$ cat src/rtl/bsg_clk_dly_cal_ctrl.sv
// SAR calibration of the oscillator control code against a target div_clk edge count.
// Define BSG_CLK_DLY_CAL_TRACK_EN to keep re-measuring and nudging the code after lock.
module bsg_clk_dly_cal_ctrl #(
   parameter int ctl_width_p   = 8,
   parameter int window_p      = 1024,
   parameter int settle_p      = 64,
   parameter int count_width_p = 11,
   parameter int tol_p         = 2
) (
   input  logic                     clk_i,
   input  logic                     reset_i,
   input  logic                     start_i,
   input  logic [count_width_p-1:0] target_i,
   input  logic                     div_clk_i,
   output logic [ctl_width_p-1:0]   ctl_o,
   output logic                     ctl_v_o,
   input  logic                     ctl_ready_i,
   output logic [count_width_p-1:0] count_o,
   output logic                     busy_o,
   output logic                     done_o,
   output logic                     locked_o
);

   localparam logic [3:0] S_IDLE    = 4'd0;
   localparam logic [3:0] S_PROG    = 4'd1;
   localparam logic [3:0] S_SETTLE  = 4'd2;
   localparam logic [3:0] S_MEAS    = 4'd3;
   localparam logic [3:0] S_DECIDE  = 4'd4;
   localparam logic [3:0] S_VPROG   = 4'd5;
   localparam logic [3:0] S_VSETTLE = 4'd6;
   localparam logic [3:0] S_VMEAS   = 4'd7;
   localparam logic [3:0] S_DONE    = 4'd8;

   localparam int tmr_max_lp = (window_p > settle_p) ? window_p : settle_p;
   localparam int tmr_w_lp   = $clog2(tmr_max_lp + 1);
   localparam int bit_w_lp   = (ctl_width_p > 1) ? $clog2(ctl_width_p) : 1;
   localparam int cw1_lp     = count_width_p + 1;
   localparam logic [ctl_width_p-1:0] one_lp = ctl_width_p'(1);

   logic [3:0]               state_q, state_d;
   logic [ctl_width_p-1:0]   code_q, code_d;
   logic [bit_w_lp-1:0]      bit_q, bit_d;
   logic [count_width_p-1:0] target_q, target_d;
   logic [tmr_w_lp-1:0]      tmr_q, tmr_d;
   logic [count_width_p-1:0] meas_q, meas_d;
   logic [count_width_p-1:0] count_q, count_d;
   logic                     done_q, done_d;
   logic                     locked_q, locked_d;
   logic                     sync1_q, sync2_q, sync3_q;
`ifdef BSG_CLK_DLY_CAL_TRACK_EN
   logic                     trk_q, trk_d;
`endif

   logic                     edge_pulse;
   logic [count_width_p-1:0] meas_inc;
   logic [cw1_lp-1:0]        cnt_w, tgt_w, diff_w;

   assign edge_pulse = sync2_q & ~sync3_q;
   assign meas_inc   = (edge_pulse && (meas_q != {count_width_p{1'b1}})) ?
                       meas_q + count_width_p'(1) : meas_q;
   // Widened by one bit so the distance to target cannot wrap.
   assign cnt_w  = {1'b0, meas_inc};
   assign tgt_w  = {1'b0, target_q};
   assign diff_w = (cnt_w >= tgt_w) ? (cnt_w - tgt_w) : (tgt_w - cnt_w);

   always_comb begin
      state_d  = state_q;
      code_d   = code_q;
      bit_d    = bit_q;
      target_d = target_q;
      tmr_d    = tmr_q;
      meas_d   = meas_q;
      count_d  = count_q;
      done_d   = done_q;
      locked_d = locked_q;
`ifdef BSG_CLK_DLY_CAL_TRACK_EN
      trk_d    = trk_q;
`endif
      case (state_q)
         S_IDLE, S_DONE: begin
            if (start_i) begin
               target_d = target_i;
               code_d   = one_lp << (ctl_width_p - 1);
               bit_d    = bit_w_lp'(ctl_width_p - 1);
               done_d   = 1'b0;
               locked_d = 1'b0;
               state_d  = S_PROG;
`ifdef BSG_CLK_DLY_CAL_TRACK_EN
               trk_d    = 1'b0;
            end else if (state_q == S_DONE) begin
               trk_d    = 1'b1;
               tmr_d    = '0;
               state_d  = S_VSETTLE;
`endif
            end
         end
         S_PROG, S_VPROG: begin
            if (ctl_ready_i) begin
               tmr_d   = '0;
               state_d = (state_q == S_PROG) ? S_SETTLE : S_VSETTLE;
            end
         end
         S_SETTLE, S_VSETTLE: begin
            tmr_d = tmr_q + tmr_w_lp'(1);
            if (tmr_q == tmr_w_lp'(settle_p - 1)) begin
               tmr_d   = '0;
               meas_d  = '0;
               state_d = (state_q == S_SETTLE) ? S_MEAS : S_VMEAS;
            end
         end
         S_MEAS, S_VMEAS: begin
            tmr_d  = tmr_q + tmr_w_lp'(1);
            meas_d = meas_inc;
            if (tmr_q == tmr_w_lp'(window_p - 1)) begin
               count_d = meas_inc;
               if (state_q == S_MEAS) begin
                  state_d = S_DECIDE;
               end else begin
                  locked_d = (diff_w <= cw1_lp'(tol_p));
                  done_d   = 1'b1;
                  state_d  = S_DONE;
`ifdef BSG_CLK_DLY_CAL_TRACK_EN
                  if (trk_q) begin
                     tmr_d   = '0;
                     state_d = S_VSETTLE;
                     if ((cnt_w > tgt_w + cw1_lp'(tol_p)) && (code_q != {ctl_width_p{1'b1}})) begin
                        code_d  = code_q + one_lp;
                        state_d = S_VPROG;
                     end else if ((cnt_w + cw1_lp'(tol_p) < tgt_w) && (code_q != '0)) begin
                        code_d  = code_q - one_lp;
                        state_d = S_VPROG;
                     end
                  end
`endif
               end
            end
         end
         S_DECIDE: begin
            // Larger code means slower clock: keep the bit only if still too fast.
            if (!(count_q > target_q)) code_d = code_q & ~(one_lp << bit_q);
            if (bit_q == '0) begin
               state_d = S_VPROG;
            end else begin
               code_d  = code_d | (one_lp << (bit_q - bit_w_lp'(1)));
               bit_d   = bit_q - bit_w_lp'(1);
               state_d = S_PROG;
            end
         end
         default: state_d = S_IDLE;
      endcase
   end

   always_ff @(posedge clk_i) begin
      if (reset_i) begin
         state_q  <= S_IDLE;
         code_q   <= '0;
         bit_q    <= '0;
         target_q <= '0;
         tmr_q    <= '0;
         meas_q   <= '0;
         count_q  <= '0;
         done_q   <= 1'b0;
         locked_q <= 1'b0;
         sync1_q  <= 1'b0;
         sync2_q  <= 1'b0;
         sync3_q  <= 1'b0;
`ifdef BSG_CLK_DLY_CAL_TRACK_EN
         trk_q    <= 1'b0;
`endif
      end else begin
         state_q  <= state_d;
         code_q   <= code_d;
         bit_q    <= bit_d;
         target_q <= target_d;
         tmr_q    <= tmr_d;
         meas_q   <= meas_d;
         count_q  <= count_d;
         done_q   <= done_d;
         locked_q <= locked_d;
         sync1_q  <= div_clk_i;
         sync2_q  <= sync1_q;
         sync3_q  <= sync2_q;
`ifdef BSG_CLK_DLY_CAL_TRACK_EN
         trk_q    <= trk_d;
`endif
      end
   end

   assign ctl_o    = code_q;
   assign ctl_v_o  = (state_q == S_PROG) || (state_q == S_VPROG);
   assign count_o  = count_q;
   assign busy_o   = (state_q != S_IDLE) && (state_q != S_DONE) && !done_q;
   assign done_o   = done_q;
   assign locked_o = locked_q;

endmodule

$ cat config.mk
export PLATFORM = sky130hd
export DESIGN_NAME = bsg_clk_dly_cal_ctrl
export DESIGN_NICKNAME = d
export VERILOG_FILES = /design/src/rtl/bsg_clk_dly_cal_ctrl.sv
export SDC_FILE = /design/constraint.sdc
export NUM_CORES = 1
export LEC_CHECK = 0
export ABC_AREA = 1
export BUFFER_PORTS_ARGS = -buffer_cell sky130_fd_sc_hd__buf_2
export CORE_MARGIN = 5
export CORE_UTILIZATION = 63
export CTS_BUF_LIST = sky130_fd_sc_hd__clkbuf_4 sky130_fd_sc_hd__clkbuf_8
export CTS_CLUSTER_DIAMETER = 40
export DETAILED_ROUTE_END_ITERATION = 6
export PLACE_DENSITY = 0.83
export SETUP_SLACK_MARGIN = 0.5
export SYNTH_ARGS = -nofsm -noshare
export SYNTH_HDL_FRONTEND = slang
export SYNTH_SLANG_ARGS = --single-unit
$ cat constraint.sdc
create_clock -name clk_i -period 3.2 [get_ports clk_i]
set_input_delay 0.32 -clock clk_i [delete_from_list [all_inputs] [get_ports clk_i]]
set_output_delay 0.32 -clock clk_i [all_outputs]
set_load 0.01 [all_outputs]
## After elaboration in Yosys (flattened, before gate mapping)

Index checks and enable logic that the tools add are counted.

| word-level totals | value |
|---|---|
| flip-flop bits (word level) | 64 |
| output and inout port bits | 23 |
| input port bits | 16 |

| cells by class | value |
|---|---|
| equality and inequality tests | 18 |
| bitwise operators | 5 |
| add/subtract/negate cells | 5 |
| reductions and logical operators | 24 |
| mux-type cells | 31 |
| $lt $le $gt $ge | 3 |
| shift-type cells | 2 |

Operators with widths:

| kind | count |
|---|---|
| 11-bit 2-to-1 mux | 4 |
| 11-bit one-hot mux with 3 select lines | 1 |
| 8-bit 2-to-1 mux | 4 |
| 11-bit by 11-bit subtractor with 12-bit output | 2 |
| 11-bit by 1-bit adder with 11-bit output, second input constant | 2 |
| 11-bit one-hot mux with 2 select lines | 1 |
| 4-bit 2-to-1 mux | 5 |
| 4-bit one-hot mux with 5 select lines | 1 |
| 4-bit by 3-bit == test with 1-bit output, second input constant | 4 |
| 8-bit one-hot mux with 2 select lines | 1 |
| 1-bit by 3-bit left shift with 8-bit output, first input constant | 2 |
| 3-bit 2-to-1 mux | 5 |
| 12-bit by 2-bit less-or-equal comparator with 1-bit output, second input constant | 1 |
| 12-bit 2-to-1 mux | 1 |
| 2-bit inequality test, second input constant | 6 |
| 11-bit by 10-bit == test with 1-bit output, second input constant | 1 |
| 11-bit by 6-bit == test with 1-bit output, second input constant | 1 |
| 11-bit greater-or-equal comparator | 1 |
| 11-bit greater-than comparator | 1 |
| 11-bit inequality test, second input constant | 1 |
| 2-bit AND reduction | 5 |
| 8-bit bitwise AND | 1 |
| 4-bit by 2-bit == test with 1-bit output, second input constant | 2 |
| 8-bit NOT | 1 |
| 21 further kinds | 34 |

## Depth between registers and ports, before layout

Gate-level depths: netlist (run 1).

| logic depth | value |
|---|---|
| depth after elaboration | 10 |
| mapped depth | 26 |
| gate-level depth less buffers | 25 |

## Worst setup path after synthesis (run 1)

Ideal clock, no wire load.

| timing path | value |
|---|---|
| path kind | reg2reg |
| from | reg meas_q[0] |
| to | reg locked_q, in the netlist locked_o |
| setup time | 70 ps |
| path buffers | 2 |
| arrival time | 2869 ps |
| slack | 260 ps |
| clock period less this slack | 2940 ps |
| stages on the path, launching flop included | 24 |
| cells stage by stage | dfxtp_1 > ha_1 > nand3_2 > nor4_4 > nand3_2 > nand2_4 > inv_2 > buf_6 > o21ai_2 > inv_1 > ha_1 > buf_2 > nand2_1 > nor2_1 > and2_1 > nand2_1 > inv_1 > nor2_2 > nand2_1 > nand3b_1 > nand2_1 > nor2_1 > nand3_1 > a21oi_1 |

| on the way | value |
|---|---|
| word-level cells in the longest chain between the ends | 9 |
| elaborated cells between the ends (all ways) | 12 |
| classes of those cells | add/sub (3); order compare (2); eq/ne (1); mux (5); reduce/logical (1) |

Ends and longest elaborated chain:

| item | line | source |
|---|---|---|
| start: declaration | 45 | `logic [count_width_p-1:0] meas_q, meas_d;` |
| start signal: assignment | 176 | `meas_q <= meas_d;` |
| branches (longest 2 deep; another with 11-bit by 1-bit adder with 11-bit output) | -- |  |
| 11-bit 2-to-1 mux (*) | 59 | `assign meas_inc = (edge_pulse && (meas_q != {count_width_p{1'b1}})) ?` |
| net meas_inc[5] | 55 | `logic [count_width_p-1:0] meas_inc;` |
| 11-bit by 11-bit subtractor with 12-bit output or 11-bit greater-or-equal comparator (tied branches) | 64 | `assign diff_w = (cnt_w >= tgt_w) ? (cnt_w - tgt_w) : (tgt_w - cnt_w);` |
| 12-bit 2-to-1 mux (*) | 64 |  |
| 12-bit by 2-bit less-or-equal comparator with 1-bit output (*) | 119 | `locked_d = (diff_w <= cw1_lp'(tol_p));` |
| 1-bit 2-to-1 mux (*) | 116 | `if (state_q == S_MEAS) begin` |
| 1-bit 2-to-1 mux (*) | 114 | `if (tmr_q == tmr_w_lp'(window_p - 1)) begin` |
| 1-bit one-hot mux with 2 select lines (*) | 79 | `case (state_q)` |
| end signal: assignment | 179 | `locked_q <= locked_d;` |
| end: declaration | 48 | `logic locked_q, locked_d;` |

Mark *: on every way through the listed nets, which the timed path passes. The select of a mux whose other input is x is not followed.
A chain may end at the register's enable or synchronous reset.

## Worst setup path after layout (run 1)

| timing path | value |
|---|---|
| from | reg meas_q[1] |
| to | reg locked_q, in the netlist locked_o |

| on the way | value |
|---|---|
| word-level cells in the longest chain between the ends | 9 |
| elaborated cells between the ends (all ways) | 12 |
| classes of those cells | add/sub (3); order compare (2); eq/ne (1); mux (5); reduce/logical (1) |

Ends and longest elaborated chain:

| item | line |
|---|---|
| 11-bit inequality test (*) | 59 |
| 1-bit logical AND (*) | 59 |
| 11-bit 2-to-1 mux (*) | 59 |
| net meas_inc[0] | 55 |
| 11-bit by 11-bit subtractor with 12-bit output or 11-bit greater-or-equal comparator (tied branches) | 64 |
| 12-bit 2-to-1 mux (*) | 64 |
| 12-bit by 2-bit less-or-equal comparator with 1-bit output (*) | 119 |
| 1-bit 2-to-1 mux (*) | 116 |
| 1-bit 2-to-1 mux (*) | 114 |
| 1-bit one-hot mux with 2 select lines (*) | 79 |

Mark *: on every way through the listed nets, which the timed path passes. The rest lies on a longest branch. The select of a mux whose other input is x is not followed.

==> results of run 1 <==
==> routing by layer <==
metal	vias up	track usage [%]	wire length, µm	part of all wire [%]
li1	2459	-	-	-
met1	2222	35.1	5450	42
met4	0	12.1	437	3.4
met2	205	48.2	6180	48
met3	42	5.55	870	6.7
met5	-	0	0	0
==> registers in the layout, indices dropped and copies added (netlist names), 3 cells and up <==
| name | count |
|---|---|
| count_o | 11 |
| meas_q | 11 |
| target_q | 11 |
| ctl_o | 8 |
| state_q | 4 |
| tmr_q | 11 |
| bit_q | 3 |
==> where the power goes <==
part           switching (mW)  internal [mW]
Combinational            1.53          0.835
Sequential             0.0958          0.898
Clock                   0.345          0.384
==> cells by family (layout without fill, tap and decap cells) <==
logic type / count (synthesis) / in the layout
buffers and inverters: 134 / 195
and+or+nand+nor: 362 / 363
adders and majority gates: 43 / 43
DFF: 64 / 64
xor gates and xnor gates: 17 / 17
AOI/OAI and AO/OA: 118 / 118
==> path summary, 6_finish.rpt <==
check	depth (start not counted)	to
worst max-delay path	23	locked_o
worst min-delay path	3	sync1_q
worst max register to register	23	locked_o
worst min register to register	2	sync2_q
==> layout make-up <==
class                      count  area, µm²  share of cell area [%]
clock buffer                  10        138                    2.44
clock inverter                 6       66.3                    1.18
inverter                     116        440                    7.82
multi-input combinational    541       3200                    56.7
sequential                    64       1290                    22.9
tap                           99        124                    2.20
timing repair buffer          63        378                    6.71
==> synth_stat cells (3+ instances only) <==
master    number
o21ai_2        3
xnor2_1        3
dfxtp_1       64
clkbuf_1      11
xor2_1        12
nor2_1        63
nand4_1        8
nand3_1       47
buf_2          6
nor3_1        12
o21ai_0       35
inv_2          4
ha_1          41
inv_1        111
a21oi_1       64
nand2_1      217
nand3_2        4
a31oi_1        4
==> per-stage QoR <==
stage                     instance area [µm²]  std cells  hold slack [ns]
after detailed placement                 5140        873            0.399
final                                    5630        899            0.173
after global placement                   5140        873            0.389
after global routing                     5630        899            0.190
after floorplan                          4810        738            0.388
after CTS                                5530        893            0.172
==> worst min-delay path: cells and delay by family <==
kind | cells | cell delay, ns
buffers and inverters | 2 | 0.11
and+or+nand+nor | 1 | 0.06
==> what timing repair did <==
item	4_1_cts	5_1_grt
setup buffers	3	6
gates cloned	1	0
endpoints found under the setup margin	1	1
resized for setup	34	19
pin swaps	10	13
==> results.cfg, run 1 <==
[synth]
synth-main-ff-cell = dfxtp_1
syn_area_mm2 = 0.00469
netlist-cell-type-count = 38
synthAdderAreaFrac_pct = 11.8
yosysSeqAreaShare_pct = 27.3
syn_inst = 738
syn_area_per_cell_um2 = 6.36
async_flop_share_pct = 0
synth_area_leaders = dfxtp_1 (27%), nand2_1 (17%), ha_1 (11%)
yosysWarnings = 0
synthMuxAreaShare_pct = 0
synth_edf_count = 0
ys_ff_latch = 64
synthXorXnorAreaFrac_pct = 3.49
synth_top_area_cell = dfxtp_1
synth_top_family_by_area = simple AND/OR/NAND/NOR gates
yosys.area_share.simple_pct = 32.7
yosys.area.top_type_share_pct = 27.3
synth_nets = 797
synth-compound-area-share_pct = 13.7

[global_route]
grt_overflow_total = 0
grt_max_degree = 30
grt_pass1_wl_um = 20700
gr-usage-all-layers_pct = 28.5
first_global_vias = 4536
antenna_found_initial = 0

[die]
rows = 31
dieArea_mm2 = 0.00927
core_area_mm2 = 0.00725
die_width_um = 96.3
die_y_um = 96.3
initial_core_util_pct = 64.7
ioPinCount = 39

[clock_tree]
path_clk_slew_ns = 0.07
clockRootBuffer = clkbuf_8
ctsHoldBuffers = 0
clk_latency_ns = 0.36
cts_tree = yes
clock_path_buffers = 2
numCtsBuffers = 9
clock-sinks = 64
h-tree-depth = 3

[power]
power_density_mw_per_mm2 = 726
ir_worst_vdd_uv = 621
cellLeakagePower_nw = 2.74
power_mw = 4.09

[worst_setup_path]
cp.arrival_ns = 3.37
critPathRequiredTime_ns = 3.48
max_stage_delay_ns = 0.38
critPathKind = register to register
path_common_cell = nand2_1
end_kind = register
rr_startpoint = meas_q[1]
crit_path_start = meas_q[1]
path_cells = ha_4 > nand3_4 > nor4_4 > nand3_2 > nand2_4 > inv_6 > nand2_2 > nand2_4 > inv_1 > ha_2 > inv_2 > fa_2 > nand3_2 > nand3_1 > nand2_1 > nand2_1 > nor2_1 > nand3_1 > nand2_1 > nand2_1 > nor2_1 > nand3_1 > a21oi_1
setup.worst_path.start_class = register
slowest_stage = dfxtp_4
crit_family = simple AND/OR/NAND/NOR gates
rrSetupSlack_ns = 0.12
crit_fanout = 11
cp_num_buf_inv = 3

[drt]
wl_per_cell_um = 14.4
viasPerCell = 5.48
first_iter_violations = 286
drtPass1Iterations = 5
drc_errors = 0
routed_wl_um = 12900
ant_nets = 0
vias = 4928

[sta]
min_period_ns = 3.08
worst_slack_ns = 0.117
slew_viol_final = 0
fin_crit_sh_pct = 96.3
worst_pin_slew_ns = 0.826
finalHoldViolCount = 0
setup-tns-final_ns = 0
rsz0062_at_grt = yes
maxSlewHeadroom_pct = 44.9
skew_ns = 0.00824
fmax_mhz = 324
final-setup-viol-count = 0

[final_layout]
mostFrequentLayoutCells = nand2_1 (202), inv_1 (104), a21oi_1 (61)
final_util_pct = 77.7
area_growth_syn_to_layout_pct = 20.1
diodes = 0
final_common_cell = nand2_1
final_layout_size_suffix_gt1_share_pct = 19.0
fill_cells = 543
final_nets = 854

[run_status]
status = finished, final reports clean

[worst_hold_path]
worst_hold_startpoint = div_clk_i
worstHoldPathType = primary input to register

[placement]
place_hpwl_um = 9390
pre_cts_slack_ns = -0.0784
gp_congestion = 0.940
port_buffers = 38

[job]
maxCapViolations = 0
No activity file was read; power rests on OpenSTA's default activity.
==> run 2: changes to the inputs <==
--- a/config.mk
+++ b/config.mk
@@ -6,13 +6,14 @@
 export NUM_CORES = 1
 export LEC_CHECK = 0
 export ABC_AREA = 1
-export BUFFER_PORTS_ARGS = -buffer_cell sky130_fd_sc_hd__buf_2
+export CORE_ASPECT_RATIO = 1.4
 export CORE_MARGIN = 5
-export CORE_UTILIZATION = 63
+export CORE_UTILIZATION = 65
 export CTS_BUF_LIST = sky130_fd_sc_hd__clkbuf_4 sky130_fd_sc_hd__clkbuf_8
 export CTS_CLUSTER_DIAMETER = 40
 export DETAILED_ROUTE_END_ITERATION = 6
-export PLACE_DENSITY = 0.83
+export DONT_BUFFER_PORTS = 1
+export PLACE_DENSITY = 0.81
 export SETUP_SLACK_MARGIN = 0.5
 export SYNTH_ARGS = -nofsm -noshare
 export SYNTH_HDL_FRONTEND = slang
==> results.cfg, run 2 (synthesized netlist as in run 1, its figures left out) <==
[run_status]
status = finished, final reports clean

[sta]
fmax_mhz = 322
min_period_ns = 3.11
setup-tns-final_ns = 0
fin_crit_sh_pct = 97.2
final-setup-viol-count = 0
rsz0062_at_grt = yes
skew_ns = 0.0169
worst_slack_ns = 0.0900
finalHoldViolCount = 0
worst_pin_slew_ns = 0.723
maxSlewHeadroom_pct = 51.7
slew_viol_final = 0

[die]
core_area_mm2 = 0.00698
initial_core_util_pct = 67.2
ioPinCount = 39
rows = 36
die_width_um = 81.8
die_y_um = 111
dieArea_mm2 = 0.00904

[worst_hold_path]
worstHoldPathType = primary input to register
worstHoldPathCells = 1
min_to = state_q[3]
worst_hold_startpoint = reset_i

[final_layout]
design_area_mm2 = 0.00547
mostFrequentLayoutCells = nand2_1 (197), inv_1 (100), a21oi_1 (61)
fin_cells = 860
diodes = 0
final_common_cell = nand2_1
seq_area_mm2 = 0.00129
final_util_pct = 78.3
area_growth_syn_to_layout_pct = 16.5
final_layout_size_suffix_gt1_share_pct = 16.5
final_nets = 819
multi_input_area_mm2 = 0.00323
fill_cells = 550

[placement]
dp_cells = 829
gp_congestion = 1.03
port_buffers = 0
placed_area_mm2 = 0.00493
pre_cts_slack_ns = -0.0243
place_hpwl_um = 9610

[drt]
vias = 4798
first_iter_violations = 387
wl_per_cell_um = 15.6
routed_wl_um = 13500
drc_errors = 0
drtPass1Iterations = 5
ant_nets = 0
viasPerCell = 5.58

[clock_tree]
path_clk_slew_ns = 0.08
clock-sinks = 64
clock_path_buffers = 2
h-tree-depth = 3
ctsHoldBuffers = 0
numCtsBuffers = 9
clk_latency_ns = 0.36
cts_tree = yes
clockRootBuffer = clkbuf_8

[global_route]
grt_overflow_total = 0
grt_pass1_wl_um = 21000
grt_max_degree = 27
antenna_found_initial = 0
first_global_vias = 4518
gr-usage-all-layers_pct = 29.3

[worst_setup_path]
crit_path_start = meas_q[0]
critPathKind = register to register
cp.arrival_ns = 3.41
rrSetupSlack_ns = 0.09
rr_endpoint = locked_o
critPathRequiredTime_ns = 3.50
reg2reg_depth = 21
rr_startpoint = meas_q[0]
crit_fanout = 11
end_kind = register
setup.worst_path.start_class = register

[power]
cellLeakagePower_nw = 2.56
ir_worst_vdd_uv = 538
power_density_mw_per_mm2 = 739

[job]
maxCapViolations = 0
## run 2: per-layer routing
layer | part of all wire, % | GRT usage (%)
met1 | 40 | 33.5
met5 | 0 | 0
met4 | 5.2 | 14.2
met3 | 5.4 | 7.65
met2 | 49 | 49.1
## run 2: final cells by class
cell class | instances | area share, %
well taps | 95 | 2.17
clock buffers | 10 | 2.40
inverters | 116 | 8.10
flip-flops and latches | 64 | 23.6
multi-input cells | 541 | 59.0
clock inverters | 6 | 0.801
repair buffers | 28 | 3.85
## run 2: worst max-delay path by stage
stage                     endpoint  slack, ns  cells after the start
after floorplan           locked_o       0.29                     24
after global placement    locked_o       0.04                     23
after detailed placement  locked_o      -0.02                     23
after CTS                 locked_o       0.26                     23
after global routing      locked_o      -0.13                     22
final                     locked_o       0.09                     21
## run 2: timing repair
action                     4_1_cts  5_1_grt
gates resized for setup         35       33
buffers inserted                 4       10
pin swaps                       10       27
gates cloned                     1        0
setup endpoints to repair        1        1
## run 2: metrics by stage
stage          hold slack [ns]  total power [mW]
2_1_floorplan            0.388              2.66
3_3_place_gp             0.387              3.08
3_5_place_dp             0.388              3.11
4_1_cts                0.00348              3.88
5_1_grt                0.00599              4.39
6_report               0.00925              4.04
## run 2: report_power, final
group	total [mW]	leakage, nW	switching (mW)	internal [mW]
Clock	0.646	0.0900	0.354	0.292
Combinational	2.39	1.94	1.56	0.831
Sequential	1.00	0.523	0.104	0.898
## run 2: worst max-delay path: stages (launching register included)
cell and delay [ns]:
dfxtp_4 0.36, ha_4 0.15, nand3_4 0.10, nor4_4 0.30
nand3_2 0.13, nand2_4 0.16, inv_8 0.08, nand2_1 0.07
nand2_1 0.11, inv_1 0.15, ha_4 0.25, nand2_2 0.13
inv_1 0.08, a21oi_2 0.18, a21oi_1 0.08, nor2_1 0.13
nand3_1 0.12, nand2_1 0.10, nand2_1 0.05, nor2_1 0.10
nand3_1 0.08, a21oi_1 0.13
